==> config.mk <==
export PLATFORM = sky130hd
export DESIGN_NAME = encoder_emulator_flat
export DESIGN_NICKNAME = d
export VERILOG_FILES = /design/src/rtl/encoder_emulator_if.sv /design/src/rtl/encoder_emulator.sv /design/src/flat_wrapper.sv
export SDC_FILE = /design/constraint.sdc
export NUM_CORES = 1
export LEC_CHECK = 0
export ABC_AREA = 0
export BUFFER_PORTS_ARGS = -buffer_cell sky130_fd_sc_hd__buf_2
export CAP_MARGIN = 25
export CORE_ASPECT_RATIO = 1.1
export CORE_UTILIZATION = 55
export DETAILED_ROUTE_END_ITERATION = 8
export PLACE_DENSITY_LB_ADDON = 0.3
export REMOVE_ABC_BUFFERS = 1
export SKIP_LAST_GASP = 1
export SLEW_MARGIN = 20
export SYNTH_ARGS = -nofsm -noshare
export SYNTH_HDL_FRONTEND = slang
export SYNTH_SLANG_ARGS = --single-unit
==> constraint.sdc <==
create_clock -name ENCODER_EMULATOR_CLOCK -period 3 [get_ports ENCODER_EMULATOR_CLOCK]
set_input_delay 0.15 -clock ENCODER_EMULATOR_CLOCK [delete_from_list [all_inputs] [get_ports ENCODER_EMULATOR_CLOCK]]
set_output_delay 0.15 -clock ENCODER_EMULATOR_CLOCK [all_outputs]
set_load 0.01 [all_outputs]
==> src/rtl/encoder_emulator_if.sv <==
// Bundle carrying the PWM-tick sample inputs and the emulated encoder
// outputs between the wheel controller side and the encoder emulator.
interface encoder_emulator_if #(
  parameter int DUTY_WIDTH = 8,
  parameter int POS_WIDTH  = 16
);
  logic                  ENCODER_EMULATOR_PWMTICK_In;
  logic                  ENCODER_EMULATOR_PWM_In;
  logic [1:0]            ENCODER_EMULATOR_DIR_InBus;
  logic                  ENCODER_EMULATOR_ENCODERA_Out;
  logic                  ENCODER_EMULATOR_ENCODERB_Out;
  logic [DUTY_WIDTH-1:0] ENCODER_EMULATOR_DUTY_OutBus;
  logic                  ENCODER_EMULATOR_WINDOW_Out;
  logic [POS_WIDTH-1:0]  ENCODER_EMULATOR_POS_OutBus;

  modport master (
    output ENCODER_EMULATOR_PWMTICK_In,
    output ENCODER_EMULATOR_PWM_In,
    output ENCODER_EMULATOR_DIR_InBus,
    input  ENCODER_EMULATOR_ENCODERA_Out,
    input  ENCODER_EMULATOR_ENCODERB_Out,
    input  ENCODER_EMULATOR_DUTY_OutBus,
    input  ENCODER_EMULATOR_WINDOW_Out,
    input  ENCODER_EMULATOR_POS_OutBus
  );

  modport slave (
    input  ENCODER_EMULATOR_PWMTICK_In,
    input  ENCODER_EMULATOR_PWM_In,
    input  ENCODER_EMULATOR_DIR_InBus,
    output ENCODER_EMULATOR_ENCODERA_Out,
    output ENCODER_EMULATOR_ENCODERB_Out,
    output ENCODER_EMULATOR_DUTY_OutBus,
    output ENCODER_EMULATOR_WINDOW_Out,
    output ENCODER_EMULATOR_POS_OutBus
  );
endinterface

==> src/rtl/encoder_emulator.sv <==
// Quadrature encoder emulator: measures PWM duty over a fixed tick window and
// turns it into A/B steps through a phase accumulator.
//
// state | meaning
// AB_00 | A=0 B=0
// AB_10 | A=1 B=0 (first forward step from 00)
// AB_11 | A=1 B=1
// AB_01 | A=0 B=1 (first reverse step from 00)
module encoder_emulator #(
  parameter int DUTY_WIDTH = 8,
  parameter int ACC_WIDTH  = 12,
  parameter int POS_WIDTH  = 16
) (
  input  logic              ENCODER_EMULATOR_CLOCK,
  input  logic              ENCODER_EMULATOR_RESET_InLow,
  encoder_emulator_if.slave bus
);

  typedef enum logic [1:0] {
    AB_00 = 2'b00,
    AB_10 = 2'b10,
    AB_11 = 2'b11,
    AB_01 = 2'b01
  } state_t;

  localparam logic [DUTY_WIDTH-1:0] WIN_LAST = '1;

  logic                  clk;
  logic                  rst_n;
  logic                  tick;
  logic                  wrap;
  logic                  moving;
  logic                  fwd;
  logic                  step;
  logic [DUTY_WIDTH-1:0] win_cnt;
  logic [DUTY_WIDTH:0]   high_cnt;
  logic [DUTY_WIDTH:0]   high_next;
  logic [DUTY_WIDTH-1:0] duty;
  logic [DUTY_WIDTH-1:0] duty_meas;
  logic                  window;
  logic [ACC_WIDTH-1:0]  acc;
  logic [ACC_WIDTH:0]    acc_sum;
  logic [POS_WIDTH-1:0]  pos;
  state_t                state;
  state_t                state_next;

  assign clk    = ENCODER_EMULATOR_CLOCK;
  assign rst_n  = ENCODER_EMULATOR_RESET_InLow;
  assign tick   = bus.ENCODER_EMULATOR_PWMTICK_In;
  assign wrap   = (win_cnt == WIN_LAST);
  assign fwd    = (bus.ENCODER_EMULATOR_DIR_InBus == 2'b01);
  assign moving = fwd || (bus.ENCODER_EMULATOR_DIR_InBus == 2'b10);

  // The high count includes the wrap-tick sample; a full window would read 2^N.
  assign high_next = high_cnt + {{DUTY_WIDTH{1'b0}}, bus.ENCODER_EMULATOR_PWM_In};
  assign duty_meas = high_next[DUTY_WIDTH] ? '1 : high_next[DUTY_WIDTH-1:0];

  assign acc_sum = {1'b0, acc} + {{(ACC_WIDTH+1-DUTY_WIDTH){1'b0}}, duty};
  assign step    = tick && moving && acc_sum[ACC_WIDTH];

  always_ff @(posedge clk or negedge rst_n) begin
    if (!rst_n) begin
      win_cnt  <= '0;
      high_cnt <= '0;
      duty     <= '0;
      window   <= 1'b0;
    end else begin
      window <= tick && wrap;
      if (tick) begin
        win_cnt <= win_cnt + 1'b1;
        if (wrap) begin
          high_cnt <= '0;
          duty     <= duty_meas;
        end else begin
          high_cnt <= high_next;
        end
      end
    end
  end

  // Accumulator uses the duty held before this tick's window update.
  always_ff @(posedge clk or negedge rst_n) begin
    if (!rst_n) begin
      acc <= '0;
      pos <= '0;
    end else if (tick && moving) begin
      acc <= acc_sum[ACC_WIDTH-1:0];
      if (step) begin
        pos <= fwd ? pos + 1'b1 : pos - 1'b1;
      end
    end
  end

  always_ff @(posedge clk or negedge rst_n) begin
    if (!rst_n) begin
      state <= AB_00;
    end else begin
      state <= state_next;
    end
  end

  always_comb begin
    state_next = state;
    if (step) begin
      case (state)
        AB_00:   state_next = fwd ? AB_10 : AB_01;
        AB_10:   state_next = fwd ? AB_11 : AB_00;
        AB_11:   state_next = fwd ? AB_01 : AB_10;
        AB_01:   state_next = fwd ? AB_00 : AB_11;
        default: state_next = AB_00;
      endcase
    end
  end

  assign bus.ENCODER_EMULATOR_ENCODERA_Out = state[1];
  assign bus.ENCODER_EMULATOR_ENCODERB_Out = state[0];
  assign bus.ENCODER_EMULATOR_DUTY_OutBus  = duty;
  assign bus.ENCODER_EMULATOR_WINDOW_Out   = window;
  assign bus.ENCODER_EMULATOR_POS_OutBus   = pos;

endmodule

==> src/flat_wrapper.sv <==
// flat-port wrapper written by rule: the top's interface ports become plain ports
module encoder_emulator_flat 
#(
  parameter int DUTY_WIDTH = 8,
  parameter int ACC_WIDTH  = 12,
  parameter int POS_WIDTH  = 16
)
  (ENCODER_EMULATOR_CLOCK, ENCODER_EMULATOR_RESET_InLow, bus_ENCODER_EMULATOR_PWMTICK_In, bus_ENCODER_EMULATOR_PWM_In, bus_ENCODER_EMULATOR_DIR_InBus, bus_ENCODER_EMULATOR_ENCODERA_Out, bus_ENCODER_EMULATOR_ENCODERB_Out, bus_ENCODER_EMULATOR_DUTY_OutBus, bus_ENCODER_EMULATOR_WINDOW_Out, bus_ENCODER_EMULATOR_POS_OutBus);
  encoder_emulator_if #(.DUTY_WIDTH(DUTY_WIDTH), .POS_WIDTH(POS_WIDTH)) bus_i ();
  input  logic ENCODER_EMULATOR_CLOCK;
  input  logic ENCODER_EMULATOR_RESET_InLow;
  input wire logic [$bits(bus_i.ENCODER_EMULATOR_PWMTICK_In)-1:0] bus_ENCODER_EMULATOR_PWMTICK_In;
  input wire logic [$bits(bus_i.ENCODER_EMULATOR_PWM_In)-1:0] bus_ENCODER_EMULATOR_PWM_In;
  input wire logic [$bits(bus_i.ENCODER_EMULATOR_DIR_InBus)-1:0] bus_ENCODER_EMULATOR_DIR_InBus;
  output wire logic [$bits(bus_i.ENCODER_EMULATOR_ENCODERA_Out)-1:0] bus_ENCODER_EMULATOR_ENCODERA_Out;
  output wire logic [$bits(bus_i.ENCODER_EMULATOR_ENCODERB_Out)-1:0] bus_ENCODER_EMULATOR_ENCODERB_Out;
  output wire logic [$bits(bus_i.ENCODER_EMULATOR_DUTY_OutBus)-1:0] bus_ENCODER_EMULATOR_DUTY_OutBus;
  output wire logic [$bits(bus_i.ENCODER_EMULATOR_WINDOW_Out)-1:0] bus_ENCODER_EMULATOR_WINDOW_Out;
  output wire logic [$bits(bus_i.ENCODER_EMULATOR_POS_OutBus)-1:0] bus_ENCODER_EMULATOR_POS_OutBus;
  assign bus_i.ENCODER_EMULATOR_PWMTICK_In = bus_ENCODER_EMULATOR_PWMTICK_In;
  assign bus_i.ENCODER_EMULATOR_PWM_In = bus_ENCODER_EMULATOR_PWM_In;
  assign bus_i.ENCODER_EMULATOR_DIR_InBus = bus_ENCODER_EMULATOR_DIR_InBus;
  assign bus_ENCODER_EMULATOR_ENCODERA_Out = bus_i.ENCODER_EMULATOR_ENCODERA_Out;
  assign bus_ENCODER_EMULATOR_ENCODERB_Out = bus_i.ENCODER_EMULATOR_ENCODERB_Out;
  assign bus_ENCODER_EMULATOR_DUTY_OutBus = bus_i.ENCODER_EMULATOR_DUTY_OutBus;
  assign bus_ENCODER_EMULATOR_WINDOW_Out = bus_i.ENCODER_EMULATOR_WINDOW_Out;
  assign bus_ENCODER_EMULATOR_POS_OutBus = bus_i.ENCODER_EMULATOR_POS_OutBus;
  encoder_emulator #(.DUTY_WIDTH(DUTY_WIDTH), .ACC_WIDTH(ACC_WIDTH), .POS_WIDTH(POS_WIDTH)) u_core (.ENCODER_EMULATOR_CLOCK(ENCODER_EMULATOR_CLOCK), .ENCODER_EMULATOR_RESET_InLow(ENCODER_EMULATOR_RESET_InLow), .bus(bus_i));
endmodule
Yosys cells after proc, flatten, opt, wreduce, memory -nomap -nowiden
Index checks and enable logic that the tools add are counted.
Word-level totals
  register bits: 56
  latch bits: 0
  bits in writable memories: 0
  bits in read-only memories: 0
  input port bits: 6
  output and inout port bits: 27
  word-level logic and storage cells: 33
  memories: 0
Cells by class
  add/subtract/negate cells: 5
  multipliers: 0
  div/mod/pow operators: 0
  $lt $le $gt $ge: 0
  eq/ne operators: 6
  shifts and indexed selects: 0
  mux-type cells: 8
  bitwise logic cells: 0
  reductions and logical operators: 7
Operators with widths (count)
  16-bit by 1-bit adder with 16-bit output, second input constant: 1
  16-bit 2-to-1 mux: 1
  16-bit by 1-bit subtractor with 16-bit output, second input constant: 1
  12-bit by 8-bit adder with 13-bit output: 1
  9-bit by 1-bit adder with 9-bit output: 1
  9-bit 2-to-1 mux: 1
  8-bit by 1-bit adder with 8-bit output, second input constant: 1
  8-bit equality test, second input constant: 1
  2-bit 2-to-1 mux: 4
  8-bit 2-to-1 mux: 1
  2-bit one-hot mux with 4 select lines: 1
  2-bit equality test, second input constant: 3
  2-bit by 1-bit equality test with 1-bit output, second input constant: 2
  2-bit AND reduction: 2
  1-bit logical AND: 3
  2-bit zero test: 1
  1-bit logical OR: 1

Logic depth before layout (Yosys ltp)
  word-level depth: 5
  depth in mapped cells: 10
  mapped depth without buffers: 10

Least setup slack after synthesis
Ideal clock, no wire load.
  path type: input-to-reg
  start: input port bus_ENCODER_EMULATOR_DIR_InBus[1]
  end: register u_core.pos[12], in the netlist u_core.bus.ENCODER_EMULATOR_POS_OutBus[12]
  setup time: 125 ps
  data arrival time: 2405 ps
  required time: 2875 ps
  slack: 470 ps
  stages: 10
  path through: inv_1 > ha_1 > inv_1 > ha_1 > nor2b_1 > o31a_1 > nor4b_1 > o41ai_1 > xnor2_1 > mux2_4
On the way
  cells in the longest elaborated chain, start to end: 5
RTL lines
  from (decl): line flat_wrapper.sv:14  | input wire logic [$bits(bus_i.ENCODER_EMULATOR_DIR_InBus)-1:0] bus_ENCODER_EMULATOR_DIR_InBus;
  2-bit by 1-bit equality test with 1-bit output / 2-bit equality test (equally long branches): line encoder_emulator.sv:51, encoder_emulator.sv:52
  1-bit logical OR: line encoder_emulator.sv:52  | assign moving = fwd || (bus.ENCODER_EMULATOR_DIR_InBus == 2'b10);
  1-bit logical AND: line encoder_emulator.sv:59, encoder_emulator.sv:86
  1-bit logical AND: line encoder_emulator.sv:59  | assign step = tick && moving && acc_sum[ACC_WIDTH];
  2-bit AND reduction (no line)
  to (signal assigned): line encoder_emulator.sv:89  | pos <= fwd ? pos + 1'b1 : pos - 1'b1;
  to (decl): line encoder_emulator.sv:43  | logic [POS_WIDTH-1:0] pos;
Parallel ways exist; a longest one is shown, timed or not.
A chain may end at the register's enable or synchronous reset.

Worst setup path after layout
  start: register u_core.duty[0], in the netlist u_core.bus.ENCODER_EMULATOR_DUTY_OutBus[0]
  end: register u_core.pos[11], in the netlist u_core.bus.ENCODER_EMULATOR_POS_OutBus[11]
On the way
  cells in the longest elaborated chain, start to end: 3
RTL lines
  from (decl): line encoder_emulator.sv:38  | logic [DUTY_WIDTH-1:0] duty;
  from (signal assigned): line encoder_emulator.sv:73  | duty <= duty_meas;
  12-bit by 8-bit adder with 13-bit output: line encoder_emulator.sv:58  | assign acc_sum = {1'b0, acc} + {{(ACC_WIDTH+1-DUTY_WIDTH){1'b0}}, duty};
  1-bit logical AND: line encoder_emulator.sv:59
  2-bit AND reduction (no line)
No other way between the ends.

==> run metrics <==
starting DRC count in detailed routing 136; GRT overflow 0; final wirelength 6.72 mm; Setup crit end kind register; Post-synth top flop dfrtp_1; row cnt 30; Fin. Hold Viols 0; Max Clk Rate 381 MHz; Flop pwr share 0.378; first-pass GRT wire length 12.1 mm; fin nets 429; asr flop ratio synth 1.00; postcts setup bufs 0; Worst Path Max Fanout 19; worst path arrival time 2830 ps; diodes inserted 0; post_cts resized 0; design area 0.00386 sq mm; Startpoint Class register; Layout Skew 9.06 ps; sw frac 0.396; Comb pwr share 0.478; DRT antenna net count 0; Clock Tree Root clkbuf_8; Layout fillers 503; leakage power 0.00182 uW; Core Box Area 0.00616 sq mm; WP data required 3210 ps; register bit count reported by yosys 56; Placer Congestion 0.841; Initial Util 0.566; minimum clock period 2630 ps; Seq/Total Area, Yosys 0.402; Die W 77.9 microns; Setup-failing EPs final 0; Longest Clk Path Bufs 2; die height 85.5 microns; Pre-antenna DRT Iters 4; CTS tree done; DR vias/cell 5.72; clock-pin slew on the worst setup and hold paths 100 ps; layout cells sized above 1 0.170; I/O pin count 33; most common cell after layout, fill and taps aside dfrtp_1; die area 0.00666 sq mm; largest net degree at the start of global routing 48; RSZ-0062 raised after global routing no; Syn Std Cell Area 0.00348 sq mm; Least-Margin Pin Slew 947 ps; port bufs 32; status complete, no violations; internal power 1790 uW; Clock Latency Late Sink 320 ps; count of cell types in the netlist 48; Hold Crit Class input pin to register; initial antenna violation count 0; commonest non-fill, non-tap cells in the layout dfrtp_1, nand2_1, buf_2, xnor2_1, nor2_1; Power, Total 2970 uW; H-tree depth 2; Slew Viols, Final 0; setup tns final 0 ps; switching pwr 1180 uW; clk sinks 56; Syn-to-layout area delta 10.7%; Post-synth EDFFs 0; CTS buffer count 5; Rel. slew slack 0.367; pwr dens 771 mW/mm^2; critical path class register to register; max-cap viol count 0; DRC viols 0; post-synthesis instance total 355; period utilization 0.876; CTS Hold Bufs 0; Placed Area 0.00375 sq mm; DP HPWL 5.09 mm; Total Routing Usage GR 0.227; Clk network pwr share 0.143; Ys Warns 0; worst vdd ir 0.362 mV; Avg Inst Size Synth 9.82 sq um; wire length per cell 14.2 microns; vias in the first global route 2716; Vias 2716
## routing by layer
layer,up-vias,track usage,wire length (microns)
li1,1343,-,-
met5,-,0,0
met1,1317,0.273,2990
met2,42,0.407,3450
met4,0,0.0758,130
met3,14,0.0430,155
## per-stage QoR
| step | utilization | hold slack (ps) | setup WS [ps] | std cells |
|---|---|---|---|---|
| floorplan | - | -146 | 470 | 348 |
| global placement | 0.610 | 387 | 227 | 466 |
| detailed placement | 0.610 | 400 | 161 | 466 |
| CTS | 0.624 | 45.1 | 365 | 474 |
| global route | 0.626 | 250 | 171 | 475 |
| finish | 0.626 | 228 | 373 | 475 |
## state kept, by name, summed over array words and instances, names as in the netlist
| name | flops |
|---|---|
| u_core.win_cnt | 8 |
| u_core.bus.ENCODER_EMULATOR_DUTY_OutBus | 8 |
| u_core.acc | 12 |
| u_core.state | 2 |
| u_core.high_cnt | 9 |
| u_core.bus.ENCODER_EMULATOR_POS_OutBus | 16 |
| u_core.bus.ENCODER_EMULATOR_WINDOW_Out | 1 |
## power groups by stage
stage | combinational (uW) | sequential [uW] | clock [uW]
3_5_place_dp | 1420 | 1140 | 0
4_1_cts | 1420 | 1120 | 447
3_3_place_gp | 1370 | 1130 | 0
2_1_floorplan | 1050 | 1140 | 0
6_report | 1420 | 1120 | 426
5_1_grt | 1600 | 1150 | 479
## final cells by class
| type | count | area (sq um) | area share |
|---|---|---|---|
| Clock buffer | 5 | 68.8 | 0.0178 |
| Clock inverter | 3 | 22.5 | 0.00584 |
| Inverter | 21 | 78.8 | 0.0204 |
| Multi-Input combinational cell | 271 | 1970 | 0.510 |
| Sequential cell | 56 | 1400 | 0.363 |
| Tap cell | 80 | 100 | 0.0260 |
| Timing Repair Buffer | 39 | 218 | 0.0565 |
## critical path, stage by stage (launching register included)
cell and delay (ps):
dfrtp_1 390, ha_1 210, fa_1 230, a21oi_1 100, o21bai_1 300, nor4_4 100
nor3_4 780, mux2_2 410
## Yosys cell counts, drive strengths merged, types with 3 or more instances
cell type / count / area (sq um)
dfrtp: 56 / 1400
nand2: 33 / 126
xnor2: 30 / 263
nor2: 28 / 105
ha: 27 / 338
a21oi: 21 / 105
inv: 21 / 78.8
o21ai: 21 / 105
mux2: 15 / 184
nand3: 12 / 60.1
nand4: 6 / 37.5
o21a: 6 / 45.0
o21bai: 6 / 45.0
o22ai: 6 / 37.5
xor2: 6 / 52.6
clkbuf: 5 / 18.8
nand2b: 5 / 31.3
a211oi: 4 / 30.0
nor3: 4 / 31.3
nor4: 4 / 40.0
o41ai: 4 / 35.0
a21o: 3 / 22.5
nor2b: 3 / 18.8
## kinds of logic (layout without fill, tap and decap cells)
group / count (synthesis) / after routing / synth area share
and+or+nand+nor: 105 / 105 / 0.154
AOI/OAI and AO/OA: 84 / 84 / 0.153
DFF: 56 / 56 / 0.402
xor gates and xnor gates: 36 / 36 / 0.0905
adders and majority gates: 29 / 29 / 0.108
buffers and inverters: 28 / 68 / 0.0334
muxes: 17 / 17 / 0.0585
## final timing paths
path,start,depth (start not counted),slack (ps),endpoint
min,bus_ENCODER_EMULATOR_PWM_In,4,230,u_core.high_cnt[0]
max in group asynchronous,ENCODER_EMULATOR_RESET_InLow,3,2040,u_core.bus.ENCODER_EMULATOR_DUTY_OutBus[1]
min in group asynchronous,ENCODER_EMULATOR_RESET_InLow,2,370,u_core.bus.ENCODER_EMULATOR_POS_OutBus[6]
max reg2reg,u_core.bus.ENCODER_EMULATOR_DUTY_OutBus[0],7,370,u_core.bus.ENCODER_EMULATOR_POS_OutBus[11]
max,u_core.bus.ENCODER_EMULATOR_DUTY_OutBus[0],7,370,u_core.bus.ENCODER_EMULATOR_POS_OutBus[11]
min reg2reg,u_core.acc[10],1,480,u_core.acc[10]
(Power assumes the default switching activity.)
